## config.mk

```make
export PLATFORM = sky130hd
export DESIGN_NAME = dmem_arbiter
export DESIGN_NICKNAME = d
export VERILOG_FILES = /design/src/rtl/dmem_arbiter_pkg.sv /design/src/rtl/dmem_arbiter_rr_pick2.sv /design/src/rtl/dmem_arbiter.sv
export SDC_FILE = /design/constraint.sdc
export NUM_CORES = 1
export LEC_CHECK = 0
export CORE_AREA = 2 2 117 119
export DETAILED_ROUTE_END_ITERATION = 12
export DIE_AREA = 0 0 119 121
export MAX_ROUTING_LAYER = met4
export PLACE_DENSITY = 0.78
export SYNTH_ARGS = -nofsm -noshare
export SYNTH_HDL_FRONTEND = slang
export SYNTH_SLANG_ARGS = --single-unit
```

## constraint.sdc

```tcl
create_clock -name clk -period 6 [get_ports clk]
set_input_delay 1.2 -clock clk [delete_from_list [all_inputs] [get_ports clk]]
set_output_delay 1.2 -clock clk [all_outputs]
set_load 0.02 [all_outputs]
```

## src/rtl/dmem_arbiter_pkg.sv

```systemverilog
// dmem_arbiter_pkg: shared constants and address legality check for the data-memory arbiter
package dmem_arbiter_pkg;
  localparam int M0 = 0;
  localparam int M1 = 1;
  localparam int WORD_BYTES = 4;
  function automatic logic legal_addr(input logic [31:0] addr, input int depth);
    return ((addr & 32'(WORD_BYTES - 1)) == 32'd0) && ((addr / WORD_BYTES) < 32'(depth));
  endfunction
endpackage

```

## src/rtl/dmem_arbiter_rr_pick2.sv

```systemverilog
// rr_pick2: two-way round-robin / master-0-priority picker with starvation counter for master 1
module rr_pick2 #(
  parameter int MAX_WAIT = 4
) (
  input  logic       clk,
  input  logic       reset,
  input  logic [1:0] req,
  input  logic       last,
  input  logic       prio,
  output logic [1:0] gnt
);
  localparam int W = MAX_WAIT > 0 ? $clog2(MAX_WAIT + 1) : 1;
  logic [W-1:0] cnt;
  logic         expired;
  assign expired = prio && (cnt == W'(MAX_WAIT));
  always_comb gnt = &req ? (prio ? (expired ? 2'b10 : 2'b01) : (last ? 2'b01 : 2'b10)) : req;
  // Counts consecutive master-0 wins while master 1 is waiting; any M1 win or idle M1 clears it
  always_ff @(posedge clk or posedge reset)
    if (reset) cnt <= '0;
    else if (!prio || gnt[1] || !req[1]) cnt <= '0;
    else if (gnt[0] && !expired) cnt <= cnt + 1'b1;
endmodule

```

## src/rtl/dmem_arbiter.sv

```systemverilog
// dmem_arbiter: grants one of two masters per cycle onto the single-port data memory
// and returns a registered response (read data or error) one cycle after the grant.
module dmem_arbiter
  import dmem_arbiter_pkg::*;
#(
  parameter int DEPTH    = 128,
  parameter bit PRIO_M0  = 1'b0,
  parameter int MAX_WAIT = 4
) (
  input  logic        clk,
  input  logic        reset,
  input  logic        m0_req,
  input  logic        m0_we,
  input  logic [31:0] m0_addr,
  input  logic [31:0] m0_wdata,
  output logic        m0_gnt,
  output logic        m0_rvalid,
  output logic [31:0] m0_rdata,
  output logic        m0_err,
  input  logic        m1_req,
  input  logic        m1_we,
  input  logic [31:0] m1_addr,
  input  logic [31:0] m1_wdata,
  output logic        m1_gnt,
  output logic        m1_rvalid,
  output logic [31:0] m1_rdata,
  output logic        m1_err,
  output logic        mem_we,
  output logic [31:0] mem_a,
  output logic [31:0] mem_wd,
  input  logic [31:0] mem_rd
);
  logic [1:0]  gnt;
  logic [1:0]  req;
  logic        last, any, legal, we;
  logic [31:0] addr, wdata, rdata_nxt;
  assign req = {m1_req, m0_req} & {2{~reset}};
  rr_pick2 #(.MAX_WAIT(MAX_WAIT)) u_pick (
    .clk  (clk),
    .reset(reset),
    .req  (req),
    .last (last),
    .prio (PRIO_M0),
    .gnt  (gnt)
  );
  always_comb begin
    any       = |gnt;
    addr      = gnt[M1] ? m1_addr : m0_addr;
    wdata     = gnt[M1] ? m1_wdata : m0_wdata;
    we        = gnt[M1] ? m1_we : m0_we;
    legal     = legal_addr(addr, DEPTH);
    mem_we    = any && we && legal;
    mem_a     = any ? addr : '0;
    mem_wd    = any ? wdata : '0;
    rdata_nxt = legal && !we ? mem_rd : '0;
  end
  assign m0_gnt = gnt[M0];
  assign m1_gnt = gnt[M1];
  // last resets to M1 so that master 0 wins the first conflict
  always_ff @(posedge clk or posedge reset)
    if (reset) begin
      m0_rvalid <= 1'b0;
      m0_rdata  <= '0;
      m0_err    <= 1'b0;
      m1_rvalid <= 1'b0;
      m1_rdata  <= '0;
      m1_err    <= 1'b0;
      last      <= 1'b1;
    end else begin
      m0_rvalid <= gnt[M0];
      m0_rdata  <= gnt[M0] ? rdata_nxt : '0;
      m0_err    <= gnt[M0] && !legal;
      m1_rvalid <= gnt[M1];
      m1_rdata  <= gnt[M1] ? rdata_nxt : '0;
      m1_err    <= gnt[M1] && !legal;
      if (any) last <= gnt[M1];
    end
endmodule
```

==> flow_summary_export.csv, run 1 <==
group,metric,value,unit
pwr,power.share.clock,36.7,%
drt,num_vias,4242,
timing,whs,476,ps
timing,setup_tns,0,ps
grt,grtUsageTotal,20.5,%
drt,drt-initial-drc-count,245,
pwr,p_comb_share,26.4,%
floorplanning,rows,42,
pwr,swShare,27.0,%
logic_synthesis,synth_commonest_cells,"135 x nand2_1, 68 x dfrtp_1, 65 x a21oi_1, 34 x nor2_1, 33 x inv_1",
logic_synthesis,async_reset_ff_share,100,%
logic_synthesis,synth.most_common_cell,"nand2_1",
clocking,cts_tree,"built",
pwr,internal_power,0.000930,W
logic_synthesis,synth_area_per_cell,7.69,um2
grt,grt_max_degree,72,
drt,postRouteAntennaNets,0,
logic_synthesis,ys_ff_latch,69,
clocking,cts_setup_buffers,0,
timing,worstMarginPinSlew,883,ps
clocking,hold_buffers,0,
drt,wl_per_cell,15.8,um
grt,antenna_found_initial,0,
setup_path,crit_required,4800,ps
floorplanning,die_h,121,um
floorplanning,die_w,119,um
timing,slew_violations,0,
clocking,clk_latency,320,ps
floorplanning,ios,301,
drt,drt_pre_antenna_iters,4,
logic_synthesis,synthesis.area,3580,um2
logic_synthesis,synth_area_leaders,"dfrtp_1 47%, nand2_1 14%, a21oi_1 9.1%",
logic_synthesis,syn_nets,632,
timing,fmax,198,MHz
setup_path,critical-path-top-delay-family,"buffers and inverters",
grt,grt-ovfl-total,0,
floorplanning,dieArea,14400,um2
drt,drt-total-wl,14.6,mm
hold_path,hold_class,"reg -> reg",
setup_path,worst-path-max-fanout,55,
drt,drc,0,
placement,finalWeightedCongestion,0.826,
run,maxCapViolations,0,
timing,slew_headroom,41.1,%
logic_synthesis,synth-main-ff-cell,"dfrtp_1",
setup_path,start_kind,"input port",
pwr,p_seq_share,36.9,%
clocking,cts_resized,0,
floorplanning,core,13100,um2
logic_synthesis,yosys.area.top_type,"dfrtp_1",
timing,finClkSkew,4.79,ps
setup_path,crit_type,"in -> out",
logic_synthesis,netlist_instances,466,
logic_synthesis,synth_cell_types,24,
pwr,power_switching,0.000344,W
drt,post_drt_via_cell_ratio,4.59,
pwr,ir_drop,0.111,mV
timing,rsz0062_at_grt,"false",
clocking,ctsHtreeMaxLevel,3,
grt,grt_pass1_wl,22.6,mm
layout,layout-drive-gt1-share,6.15,%
pwr,power.leakage,2.90,nW
timing,fin_crit,5040,ps
layout,n_antenna_cell,0,
grt,grt_pass1_vias,4303,
placement,io_buffers,300,
setup_path,critPathArrivalTime,3840,ps
timing,hold_viol,0,
setup_path,critical_path.cell_chain,"clkdlybuf4s50_1 -> nand2_1 -> nand3_4 -> inv_2 -> buf_4 -> nand2_1 -> a21oi_1 -> clkdlybuf4s50_1",
pwr,power,0.00127,W
clocking,cts_buffers,9,
layout,syn2layout_area_growth,96.1,%
logic_synthesis,synth_top_area_share,47.5,%
setup_path,critPathBufInv,4,
clocking,ctsRootBufferMaster,"clkbuf_16",
timing,fin_crit_sh,84.0,%
layout,fin_nets,910,
timing,setup_violations,0,
pwr,pwr_density_cell,181,nW/um2
logic_synthesis,synth-edff-count,0,
clocking,numClockSinks,69,
clocking,path_clk_slew,50,ps
clocking,clock_path_buffers,2,
floorplanning,start_util,27.4,%
setup_path,endpoint_kind,"output port",
setup_path,critPathMaxStageDelay,650,ps
logic_synthesis,yosys_warnings,0,
placement,hpwl,11.1,mm
logic_synthesis,yosysSeqAreaShare,48.2,%
outcome,status,"completed",
setup_path,cp_slowest_cell,"clkdlybuf4s50_1",
## layout make-up
class / count / area, um2
clock buffer: 11 / 243
clock inverter: 4 / 25.0
fill: 1200 / 6050
inverter: 34 / 128
multi-input combinational: 321 / 1590
sequential: 69 / 1730
tap: 176 / 220
timing repair buffer: 309 / 3100
## metal layers
layer | up-vias | track usage [%] | share of wire [%]
met5 | - | - | 0
met4 | 0 | 5.06 | 1.2
met3 | 14 | 3.67 | 6.3
met2 | 202 | 35.7 | 52
met1 | 1938 | 24.8 | 40
li1 | 2088 | - | -
## placed cells by master, fill, tap and decap left out, drive strengths merged
| cell type | n |
|---|---|
| clkdlybuf4s50 | 296 |
| nand2 | 135 |
| dfrtp | 68 |
| a21oi | 65 |
| nor4 | 42 |
| nor2 | 34 |
| inv | 34 |
| nand3 | 33 |
| buf | 13 |
| clkbuf | 11 |
| or4 | 4 |
| o21ai | 2 |
| clkinvlp | 2 |
| clkinv | 2 |
| nand2b | 1 |
| and3 | 1 |
| mux2 | 1 |
| mux2i | 1 |
| nor3 | 1 |
| and2 | 1 |
| dfstp | 1 |
## through the flow
step	area, um2	util, %	cells	worst slack (ps)
after floorplan	3580	-	466	474
after global placement	6760	51.7	909	983
after detailed placement	6760	51.7	909	949
after CTS	7030	53.7	924	935
after global routing	7030	53.7	924	772
final	7030	53.7	924	958
## path summary, 6_finish.rpt
check                             from           to  slack, ps  depth (start not counted)
worst max-delay path            m0_req    mem_wd[5]        960                          8
min in group asynchronous        reset       m1_err       1530                          3
max in group asynchronous        reset  m1_rdata[5]       3880                          3
worst max register to register    last       m0_err       3510                          7
worst min register to register    last         last        480                          2
worst min-delay path              last         last        480                          2
## flip-flops by register name, summed over array words and instances (netlist names)
name,count
m0_rdata,32
m1_rdata,32
last,1
m0_err,1
m0_rvalid,1
m1_err,1
m1_rvalid,1
## cell families (layout without fill, tap and decap cells)
family,Yosys count,after routing,synth area share (%)
buffers and inverters,76,358,8.55
flip-flops,69,69,48.2
multiplexers,2,2,0.593
AND/OR/NAND/NOR,252,252,33.2
AO/OA/AOI/OAI,67,67,9.46
## worst reg2reg max path, delay by kind of cell, from the launching register on
family                 cells  cell delay, ps
AO/OA/AOI/OAI              1             180
AND/OR/NAND/NOR            4             700
flip-flops                 1             540
buffers and inverters      2            1000
## power by group through the flow
stage	Clock [W]	Sequential [W]	Combinational [W]
after floorplan	0	0.000480	0.000128
after global placement	0	0.000478	0.000336
after detailed placement	0	0.000478	0.000337
after CTS	0.000475	0.000470	0.000340
after global routing	0.000504	0.000470	0.000360
final	0.000468	0.000470	0.000336
(Power assumes the default switching activity.)
==> run 2: changes to the inputs <==
CORE_AREA = 2 2 118 120   (was 2 2 117 119)
DIE_AREA = 0 0 120 122   (was 0 0 119 121)
PLACE_DENSITY = 0.8   (was 0.78)
clock period = 4.17 ns   (was 6 ns; I/O delays follow)
==> flow_summary_export.csv, run 2 (synthesized netlist as in run 1, its figures left out) <==
group,metric,value,unit
outcome,status,"completed",
grt,antenna_found_initial,0,
layout,multi_input_area,1600,um2
layout,fin_nets,915,
setup_path,critical_path.cell_chain,"clkdlybuf4s50_1 -> or4_1 -> nor4_4 -> o21ai_4 -> nor3_1 -> clkdlybuf4s50_1",
timing,layout_setup_ws,216,ps
floorplanning,dieArea,14600,um2
floorplanning,die_h,122,um
placement,hpwl,11.1,mm
grt,grtUsageTotal,20.2,%
floorplanning,start_util,26.5,%
setup_path,endpoint_kind,"output port",
setup_path,start_kind,"input port",
setup_path,cp_slowest_cell,"clkdlybuf4s50_1",
placement,io_buffers,300,
timing,worstMarginPinSlew,717,ps
timing,fin_crit_sh,94.8,%
setup_path,r2r_setup_slack,2040,ps
timing,slew_headroom,52.2,%
timing,slew_violations,0,
setup_path,critPathMaxStageDelay,650,ps
setup_path,crit_required,3340,ps
floorplanning,rows,43,
floorplanning,die_w,120,um
drt,post_drt_via_cell_ratio,4.66,
setup_path,crit_top_cell,"clkdlybuf4s50_1",
clocking,numClockSinks,69,
drt,drc,0,
layout,layout_commonest_cell,"clkdlybuf4s50_1",
setup_path,critPathArrivalTime,3120,ps
run,maxCapViolations,0,
floorplanning,ios,301,
setup_path,crit_type,"in -> out",
timing,finClkSkew,3.50,ps
drt,drt-total-wl,14.6,mm
layout,n_antenna_cell,0,
setup_path,critPathBufInv,2,
clocking,path_clk_slew,50,ps
timing,whs,472,ps
grt,grt-ovfl-total,0,
setup_path,crit_start,"m1_addr[11]",
layout,fin_util,52.3,%
timing,hold_viol,0,
layout,regArea,1730,um2
clocking,ctsHtreeMaxLevel,3,
placement,finalWeightedCongestion,0.806,
clocking,cts_setup_buffers,0,
clocking,clk_latency,330,ps
placement,place_ws,115,ps
layout,fillCellCount,1240,
drt,num_vias,4352,
grt,grt_pass1_wl,22.4,mm
setup_path,rr_endpoint,"m0_err",
drt,drt-initial-drc-count,266,
drt,wl_per_cell,15.7,um
hold_path,hold_class,"reg -> reg",
setup_path,ff2ff_path_depth,7,
layout,layout-drive-gt1-share,6.37,%
layout,reg_top3,"m0_rdata (32), m1_rdata (32)",
timing,fmax,253,MHz
timing,setup_violations,0,
setup_path,worst-path-max-fanout,2,
drt,postRouteAntennaNets,0,
pwr,pwr_density_cell,261,nW/um2
timing,setup_tns,0,ps
drt,drt_pre_antenna_iters,5,
hold_path,hp-start,"last",
setup_path,critical-path-top-delay-family,"simple AND/OR/NAND/NOR gates",
grt,grt_max_degree,67,
clocking,cts_tree,"built",
clocking,ctsRootBufferMaster,"clkbuf_16",
timing,fin_crit,3950,ps
pwr,ir_drop,0.167,mV
floorplanning,core,13500,um2
clocking,cts_buffers,9,
timing,rsz0062_at_grt,"false",
hold_path,hold_depth,2,
pwr,power.leakage,2.92,nW
clocking,clock_path_buffers,2,
layout,mostFrequentLayoutCells,"299 x clkdlybuf4s50_1, 135 x nand2_1, 68 x dfrtp_1",
grt,grt_pass1_vias,4132,
hold_path,worstHoldEndpoint,"last",
layout,syn2layout_area_growth,97.2,%
setup_path,r2r_start,"last",
[run 2: changes by cell type in the layout (fill, tap and decap cells not counted)]
| cell | before | now |
|---|---|---|
| buf_12 | 3 | 1 |
| buf_4 | 10 | 14 |
| clkdlybuf4s50_1 | 296 | 299 |
| clkinvlp_4 | 2 | 3 |
| inv_2 | 2 | 1 |
| nor4_2 | 11 | 10 |
| nor4_4 | 0 | 1 |
[run 2: per-stage QoR]
stage,cell area [um2],cells,power [W]
detailed placement,6790,918,0.00118
global route,7070,933,0.00194
global placement,6790,918,0.00117
CTS,7060,933,0.00187
finish,7070,933,0.00185
floorplan,3600,466,0.000876
[run 2: routing by layer]
layer	track usage, %	wire length (um)	vias to the layer above
li1	-	-	2098
met1	23.9	5740	2020
met2	33.8	7480	208
met3	4.26	956	26
met4	7.50	429	0
met5	-	0	-
[run 2: worst max-delay path by stage]
stage | depth (start not counted) | slack, ps | endpoint
detailed placement | 6 | 120 | mem_we
CTS | 6 | 110 | mem_we
global route | 7 | 10 | mem_we
floorplan | 7 | 10 | mem_we
global placement | 6 | 160 | mem_we
finish | 6 | 220 | mem_we
[run 2: where the power goes]
group	internal (W)	total (W)	switching (W)
sequential	0.000675	0.000676	0.00000141
clock	0.000413	0.000684	0.000271
combinational	0.000252	0.000485	0.000234
[run 2: worst register-to-register path: cells and delay by family (launching register included)]
kind / cells / cell delay, ps
compound gates: 1 / 70
buf+inv: 2 / 660
mux: 1 / 310
flops: 1 / 530
simple gates: 3 / 490
[run 2: what timing repair did]
item,CTS,global route
resized for setup,0,1
endpoints found under the setup margin,0,1
hold endpoints to repair,0,0
hold buffers,0,0
[run 2: area by class of cell]
class	count	share of cell area, %
Timing Repair Buffer	314	44.1
Sequential cell	69	24.4
Clock inverter	4	0.354
Multi-Input combinational cell	321	22.6
Clock buffer	11	3.43
Tap cell	180	3.19
Inverter	34	1.86
